### src/rtl/lsq_dmem_ctrl.sv
// Memory-side end of the LSQ: issues loads/stores one at a time on the memory bus, tracks
// outstanding loads in MSHRs and returns load data on the CDB. Option macro: DMEM_PERF_CNT_EN.
module lsq_dmem_ctrl #(
  parameter int PRF_SIZE  = 64,
  parameter int ROB_SIZE  = 32,
  parameter int MSHR_NUM  = 4,
  parameter int MEM_TAG_W = 4,
  localparam int PRF_W  = $clog2(PRF_SIZE),
  localparam int ROB_W  = $clog2(ROB_SIZE),
  localparam int MSHR_W = (MSHR_NUM > 1) ? $clog2(MSHR_NUM) : 1,
  localparam int CNT_W  = $clog2(MSHR_NUM + 1)
) (
  input  logic                 clk_i,
  input  logic                 rst_ni,
  input  logic                 lsq_ld_req_valid_i,
  input  logic [63:0]          lsq_ld_req_addr_i,
  input  logic [PRF_W-1:0]     lsq_ld_req_dest_tag_i,
  input  logic [ROB_W-1:0]     lsq_ld_req_rob_idx_i,
  output logic                 lsq_ld_req_ready_o,
  input  logic                 lsq_st_req_valid_i,
  input  logic [63:0]          lsq_st_req_addr_i,
  input  logic [63:0]          lsq_st_req_data_i,
  output logic                 lsq_st_req_ready_o,
  input  logic                 thread_mispredict_i,
  output logic [1:0]           proc2mem_command_o,
  output logic [63:0]          proc2mem_addr_o,
  output logic [63:0]          proc2mem_data_o,
  input  logic [MEM_TAG_W-1:0] mem2proc_response_i,
  input  logic [63:0]          mem2proc_data_i,
  input  logic [MEM_TAG_W-1:0] mem2proc_tag_i,
  output logic [PRF_W-1:0]     lsq_CDB_dest_tag_o,
  output logic [63:0]          lsq_CDB_result_out_o,
  output logic                 lsq_CDB_result_is_valid_o,
  output logic [ROB_W-1:0]     lsq_CDB_rob_idx_o
`ifdef DMEM_PERF_CNT_EN
  ,
  output logic [31:0]          perf_ld_issued_o,
  output logic [31:0]          perf_st_issued_o,
  output logic [31:0]          perf_squash_drop_o,
  output logic [31:0]          perf_stall_cyc_o
`endif
);

  localparam logic [1:0] CMD_NONE  = 2'd0;
  localparam logic [1:0] CMD_LOAD  = 2'd1;
  localparam logic [1:0] CMD_STORE = 2'd2;

  typedef enum logic {S_IDLE, S_REQ} state_e;

  state_e             state_q, state_d;
  logic               req_st_q, req_st_d;
  logic [63:0]        req_addr_q, req_addr_d;
  logic [63:0]        req_data_q, req_data_d;
  logic [PRF_W-1:0]   req_dest_q, req_dest_d;
  logic [ROB_W-1:0]   req_rob_q, req_rob_d;
  logic               alloc;

  logic [MSHR_NUM-1:0]  mshr_valid_q, mshr_valid_d;
  logic [MSHR_NUM-1:0]  mshr_sq_q, mshr_sq_d;
  logic [MEM_TAG_W-1:0] mshr_tag_q  [MSHR_NUM];
  logic [PRF_W-1:0]     mshr_dest_q [MSHR_NUM];
  logic [ROB_W-1:0]     mshr_rob_q  [MSHR_NUM];
  logic [CNT_W-1:0]     free_cnt_q, free_cnt_d;
  logic [MSHR_NUM-1:0]  hit_vec;
  logic                 hit_any;
  logic [MSHR_W-1:0]    hit_idx, free_idx;
  logic                 cdb_valid_d;

  // Byte offset within the doubleword never reaches the bus.
  logic unused_addr_bits;
  assign unused_addr_bits = ^{lsq_ld_req_addr_i[2:0], lsq_st_req_addr_i[2:0]};

  always_ff @(posedge clk_i or negedge rst_ni) begin
    if (!rst_ni) begin
      state_q    <= S_IDLE;
      req_st_q   <= 1'b0;
      req_addr_q <= '0;
      req_data_q <= '0;
      req_dest_q <= '0;
      req_rob_q  <= '0;
    end else begin
      state_q    <= state_d;
      req_st_q   <= req_st_d;
      req_addr_q <= req_addr_d;
      req_data_q <= req_data_d;
      req_dest_q <= req_dest_d;
      req_rob_q  <= req_rob_d;
    end
  end

  always_comb begin
    state_d            = state_q;
    req_st_d           = req_st_q;
    req_addr_d         = req_addr_q;
    req_data_d         = req_data_q;
    req_dest_d         = req_dest_q;
    req_rob_d          = req_rob_q;
    alloc              = 1'b0;
    lsq_ld_req_ready_o = 1'b0;
    lsq_st_req_ready_o = 1'b0;
    proc2mem_command_o = CMD_NONE;
    proc2mem_addr_o    = '0;
    proc2mem_data_o    = '0;
    case (state_q)
      S_IDLE: begin
        // Readies are gated by reset so every output reads 0 while reset is held.
        lsq_st_req_ready_o = rst_ni;
        lsq_ld_req_ready_o = rst_ni && !lsq_st_req_valid_i && (free_cnt_q != '0) &&
                             !thread_mispredict_i;
        if (lsq_st_req_valid_i && lsq_st_req_ready_o) begin
          state_d    = S_REQ;
          req_st_d   = 1'b1;
          req_addr_d = {lsq_st_req_addr_i[63:3], 3'b000};
          req_data_d = lsq_st_req_data_i;
          req_dest_d = '0;
          req_rob_d  = '0;
        end else if (lsq_ld_req_valid_i && lsq_ld_req_ready_o) begin
          state_d    = S_REQ;
          req_st_d   = 1'b0;
          req_addr_d = {lsq_ld_req_addr_i[63:3], 3'b000};
          req_data_d = '0;
          req_dest_d = lsq_ld_req_dest_tag_i;
          req_rob_d  = lsq_ld_req_rob_idx_i;
        end
      end
      S_REQ: begin
        if (!req_st_q && thread_mispredict_i) begin
          state_d = S_IDLE;
        end else begin
          proc2mem_command_o = req_st_q ? CMD_STORE : CMD_LOAD;
          proc2mem_addr_o    = req_addr_q;
          proc2mem_data_o    = req_st_q ? req_data_q : '0;
          if (mem2proc_response_i != '0) begin
            state_d = S_IDLE;
            alloc   = !req_st_q;
          end
        end
      end
      default: state_d = S_IDLE;
    endcase
  end

  for (genvar gi = 0; gi < MSHR_NUM; gi++) begin : g_hit
    assign hit_vec[gi] = mshr_valid_q[gi] && (mem2proc_tag_i != '0) &&
                         (mshr_tag_q[gi] == mem2proc_tag_i);
  end

  always_comb begin
    hit_any  = 1'b0;
    hit_idx  = '0;
    free_idx = '0;
    // Descending scan leaves the lowest-numbered match/free slot selected.
    for (int i = MSHR_NUM - 1; i >= 0; i--) begin
      if (hit_vec[i]) begin
        hit_any = 1'b1;
        hit_idx = MSHR_W'(i);
      end
      if (!mshr_valid_q[i]) free_idx = MSHR_W'(i);
    end
    mshr_valid_d = mshr_valid_q & ~hit_vec;
    mshr_sq_d    = thread_mispredict_i ? (mshr_sq_q | mshr_valid_q) : mshr_sq_q;
    if (alloc) begin
      mshr_valid_d[free_idx] = 1'b1;
      mshr_sq_d[free_idx]    = 1'b0;
    end
    free_cnt_d = '0;
    for (int i = 0; i < MSHR_NUM; i++) free_cnt_d = free_cnt_d + CNT_W'(!mshr_valid_d[i]);
    cdb_valid_d = hit_any && !mshr_sq_q[hit_idx] && !thread_mispredict_i;
  end

  always_ff @(posedge clk_i or negedge rst_ni) begin
    if (!rst_ni) begin
      mshr_valid_q              <= '0;
      mshr_sq_q                 <= '0;
      free_cnt_q                <= CNT_W'(MSHR_NUM);
      lsq_CDB_result_is_valid_o <= 1'b0;
      lsq_CDB_dest_tag_o        <= '0;
      lsq_CDB_result_out_o      <= '0;
      lsq_CDB_rob_idx_o         <= '0;
      for (int i = 0; i < MSHR_NUM; i++) begin
        mshr_tag_q[i]  <= '0;
        mshr_dest_q[i] <= '0;
        mshr_rob_q[i]  <= '0;
      end
    end else begin
      mshr_valid_q              <= mshr_valid_d;
      mshr_sq_q                 <= mshr_sq_d;
      free_cnt_q                <= free_cnt_d;
      lsq_CDB_result_is_valid_o <= cdb_valid_d;
      lsq_CDB_dest_tag_o        <= cdb_valid_d ? mshr_dest_q[hit_idx] : '0;
      lsq_CDB_result_out_o      <= cdb_valid_d ? mem2proc_data_i : '0;
      lsq_CDB_rob_idx_o         <= cdb_valid_d ? mshr_rob_q[hit_idx] : '0;
      if (alloc) begin
        mshr_tag_q[free_idx]  <= mem2proc_response_i;
        mshr_dest_q[free_idx] <= req_dest_q;
        mshr_rob_q[free_idx]  <= req_rob_q;
      end
    end
  end

`ifdef DMEM_PERF_CNT_EN
  logic [31:0] perf_ld_q, perf_st_q, perf_drop_q, perf_stall_q;
  logic        resp_seen;

  function automatic logic [31:0] sat_inc(input logic [31:0] v, input logic en);
    return (en && (v != 32'hFFFF_FFFF)) ? v + 32'd1 : v;
  endfunction

  assign resp_seen = (mem2proc_response_i != '0);

  always_ff @(posedge clk_i or negedge rst_ni) begin
    if (!rst_ni) begin
      perf_ld_q    <= '0;
      perf_st_q    <= '0;
      perf_drop_q  <= '0;
      perf_stall_q <= '0;
    end else begin
      perf_ld_q    <= sat_inc(perf_ld_q, (proc2mem_command_o == CMD_LOAD) && resp_seen);
      perf_st_q    <= sat_inc(perf_st_q, (proc2mem_command_o == CMD_STORE) && resp_seen);
      perf_drop_q  <= sat_inc(perf_drop_q, hit_any && !cdb_valid_d);
      perf_stall_q <= sat_inc(perf_stall_q, (state_q == S_REQ) && !resp_seen);
    end
  end

  assign perf_ld_issued_o   = perf_ld_q;
  assign perf_st_issued_o   = perf_st_q;
  assign perf_squash_drop_o = perf_drop_q;
  assign perf_stall_cyc_o   = perf_stall_q;
`endif

endmodule

### config.mk
export PLATFORM = sky130hd
export DESIGN_NAME = lsq_dmem_ctrl
export DESIGN_NICKNAME = d
export VERILOG_FILES = /design/src/rtl/lsq_dmem_ctrl.sv
export SDC_FILE = /design/constraint.sdc
export NUM_CORES = 1
export LEC_CHECK = 0
export BUFFER_PORTS_ARGS = -buffer_cell sky130_fd_sc_hd__buf_2
export CORE_AREA = 2 2 192 194
export DETAILED_ROUTE_END_ITERATION = 12
export DIE_AREA = 0 0 194 196
export SYNTH_ARGS = -nofsm -noshare
export SYNTH_HDL_FRONTEND = slang
export SYNTH_SLANG_ARGS = --single-unit
### constraint.sdc
create_clock -name clk_i -period 5.79 [get_ports clk_i]
set_input_delay 0 -clock clk_i [delete_from_list [all_inputs] [get_ports clk_i]]
set_output_delay 0 -clock clk_i [all_outputs]
set_load 0.05 [all_outputs]
==> metrics.txt <==
routability cong. 0.881; vias in the first global route 11.7k; worst path required time 6.26 ns; sequential power share 0.415; status finished, final reports clean; Via Count 11.1k; clk_skew 0.0219 ns; unrepaired setup endpoints after global routing false; switching share of power 0.298; Worst Tran Pin Value 1.06 ns; CTS tree built; Core ar. 36100 um2; Setup Total Neg Slack 0 ns; global-route wire length before repair 64500 um; die width 194 um; Seq cells post-synth 285; FILL cells 3099; H-Tree Depth 2; DP HPWL 25800 um; first drt pass iteration count 5; Design Area, Final 19100 um2; die area 38000 um2; antenna violations before repair 1; Vias/cell 4.65; number of remaining DRC errors 0; share of layout cells above drive strength 1 0.321; Worst setup SP type flip-flop; Async SR Flop Fraction 1.00; Critical Path End Type flip-flop; layout net count 2175; Final Hold Viols 0; post-CTS sizing 0; Reg area 7130 um2; maximum vdd drop 0.244 mV; mapped cell area 12400 um2; WHS 0.0492 ns; Logic pwr share 0.211; Clk pin slew, worst setup/hold paths 0.06 ns; Iter 0 DRT Violations 566; clock buffer depth 3; clk sinks 285; ys flop type dfrtp_1; Placed Instance Area 15100 um2; Post-Syn Instances 1174; # setup viols final 0; Multi-input gate area 4870 um2; Root Buffer clkbuf_16; post-route minimum period 3.59 ns; grt ovf 0; Final Max Slew Viols 0; cell-internal power 4.10 mW; largest net degree at the start of global routing 157; Max FO, Critical Path 109; crit path kind reg2reg; Routed WL 41100 um; Avg WL per Cell 17.3 um; Clock power frac 0.374; Leak 10.3 nW; Synthesis Warnings 0; syn avg cell area 10.6 um2; Hold Crit Class in2async; row count 70; post-CTS setup buffers 0; P_sw 1.74 mW; sequential area share after synthesis 0.575; Die Ht 196 um; initial core utilization 0.344; Pwr Density 306 nW/um2; max frequency 0.279 GHz; CP arrival 4.06 ns; Post-synth EDFFs 0; post-route ant nets 0; Port Buf Inserts 478; Slew HR 0.296; global-route usage over all layers 0.214; period utilization 0.620; I/O pin count 488; CTS Buf Count 35; cts hold-fix bufs 275; max_cap viols 0; Layout Area Growth over Synthesis 53.7%; clock latency on the worst-skew pair 0.53 ns; synth unique cells 44
==> cell usage after synthesis (all sizes together), types with 4 or more instances <==
master / n / area (um2)
inv: 7 / 26.3
nor2: 8 / 30.0
a21oi: 10 / 50.1
xnor2: 12 / 105
mux2i: 61 / 611
nor3: 5 / 30.0
nand3: 13 / 65.1
or2: 4 / 25.0
clkbuf: 68 / 258
dfrtp: 284 / 7110
buf: 21 / 154
a21o: 4 / 30.0
mux4: 11 / 248
mux2: 45 / 507
nand2: 265 / 995
and2: 138 / 863
o21ai: 128 / 641
and3: 64 / 400
==> layout make-up <==
cell class                      count  area share
Sequential cell                   285       0.374
Timing Repair Buffer              768       0.277
Multi-Input combinational cell    795       0.256
Clock buffer                       53      0.0548
Tap cell                          468      0.0307
Clock inverter                      7     0.00552
Inverter                            7     0.00138
Antenna cell                        1    0.000131
==> power groups by stage <==
stage / sequential [mW] / clock, mW / combinational, mW
6_report: 2.42 / 2.18 / 1.23
4_1_cts: 2.42 / 2.26 / 1.23
5_1_grt: 2.46 / 2.34 / 1.35
2_1_floorplan: 2.40 / 0 / 0.727
3_5_place_dp: 2.45 / 0 / 1.06
3_3_place_gp: 2.44 / 0 / 1.05
==> layer usage <==
metal	vias up	global-route usage	routed length, um
met2	380	0.364	20200
met3	97	0.0456	2460
met1	5290	0.257	16500
met4	0	0.110	2010
li1	5327	-	-
met5	-	0	0
==> path summary, 6_finish.rpt <==
check	cells past startpoint	slack [ns]	start	endpoint
hold reg to reg	2	0.47	mshr_rob_q[4]$_DFFE_PN0P_	mshr_rob_q[4]$_DFFE_PN0P_
max in group asynchronous	3	4.41	rst_ni	lsq_CDB_result_is_valid_o$_DFF_PN0_
setup / recovery	8	2.20	state_q$_DFF_PN0_	req_addr_q[34]$_DFFE_PN0P_
min in group clk_i	5	0.08	mem2proc_tag_i[1]	mshr_valid_q[1]$_DFF_PN0_
hold / removal	2	0.05	rst_ni	lsq_CDB_result_out_o[12]$_DFF_PN0_
setup reg to reg	8	2.20	state_q$_DFF_PN0_	req_addr_q[34]$_DFFE_PN0P_
==> registers in the layout (all words and copies together) (netlist names), 6 cells and up <==
signal	flops
req_addr_q	61
lsq_CDB_dest_tag_o	6
mshr_tag_q	16
req_data_q	64
lsq_CDB_result_out_o	64
mshr_dest_q	24
req_dest_q	6
mshr_rob_q	20
==> layout by cell type, fill, tap and decap left out, drive strengths merged, types with 2 or more instances in the layout <==
cell type,instances
mux2i,61
nand3,13
bufinv,2
nor2,8
a21oi,10
dfrtp,284
and2,138
and3,64
nor3,5
ha,2
nand2,265
or3,3
a21o,4
nand4,3
a31o,2
inv,8
mux2,45
mux4,11
xnor2,12
dlygate4sd3,275
o21ai,128
conb,3
clkinv,2
a211oi,3
and4,2
or2,4
buf,493
clkinvlp,2
clkbuf,53
==> logic make-up (layout without fill, tap and decap cells) <==
group                    Yosys count  count (layout)  share of synthesized area
AND/OR/NAND/NOR                  510             510                      0.202
flip-flops                       285             285                      0.575
AO/OA/AOI/OAI                    150             150                     0.0645
multiplexers                     117             117                      0.110
buffers and inverters             96             835                     0.0353
XOR/XNOR                          12              12                    0.00848
adder cells (fa/ha/maj)            3               3                    0.00363
other                              1               4                   0.000303
==> metrics by stage <==
step                      total power, mW  utilization  instances  setup slack [ns]
after floorplan                      3.13            -       1176              1.71
after global placement               3.49        0.420       2048              2.38
after detailed placement             3.51        0.420       2048              2.38
after CTS                            5.91        0.528       2383              2.11
after global routing                 6.14        0.528       2384              1.76
final                                5.84        0.528       2384              2.20
==> worst max-delay path, stage by stage, from the launching register on <==
cell           delay (ns)
dfrtp_2              1.04
nor2b_1              0.14
nor4b_1              0.24
and2_2               0.24
nor2_4               0.32
buf_4                0.75
nand2_1              0.10
o21ai_0              0.09
dlygate4sd3_1        0.56
Power figures use the tool's default switching activity.
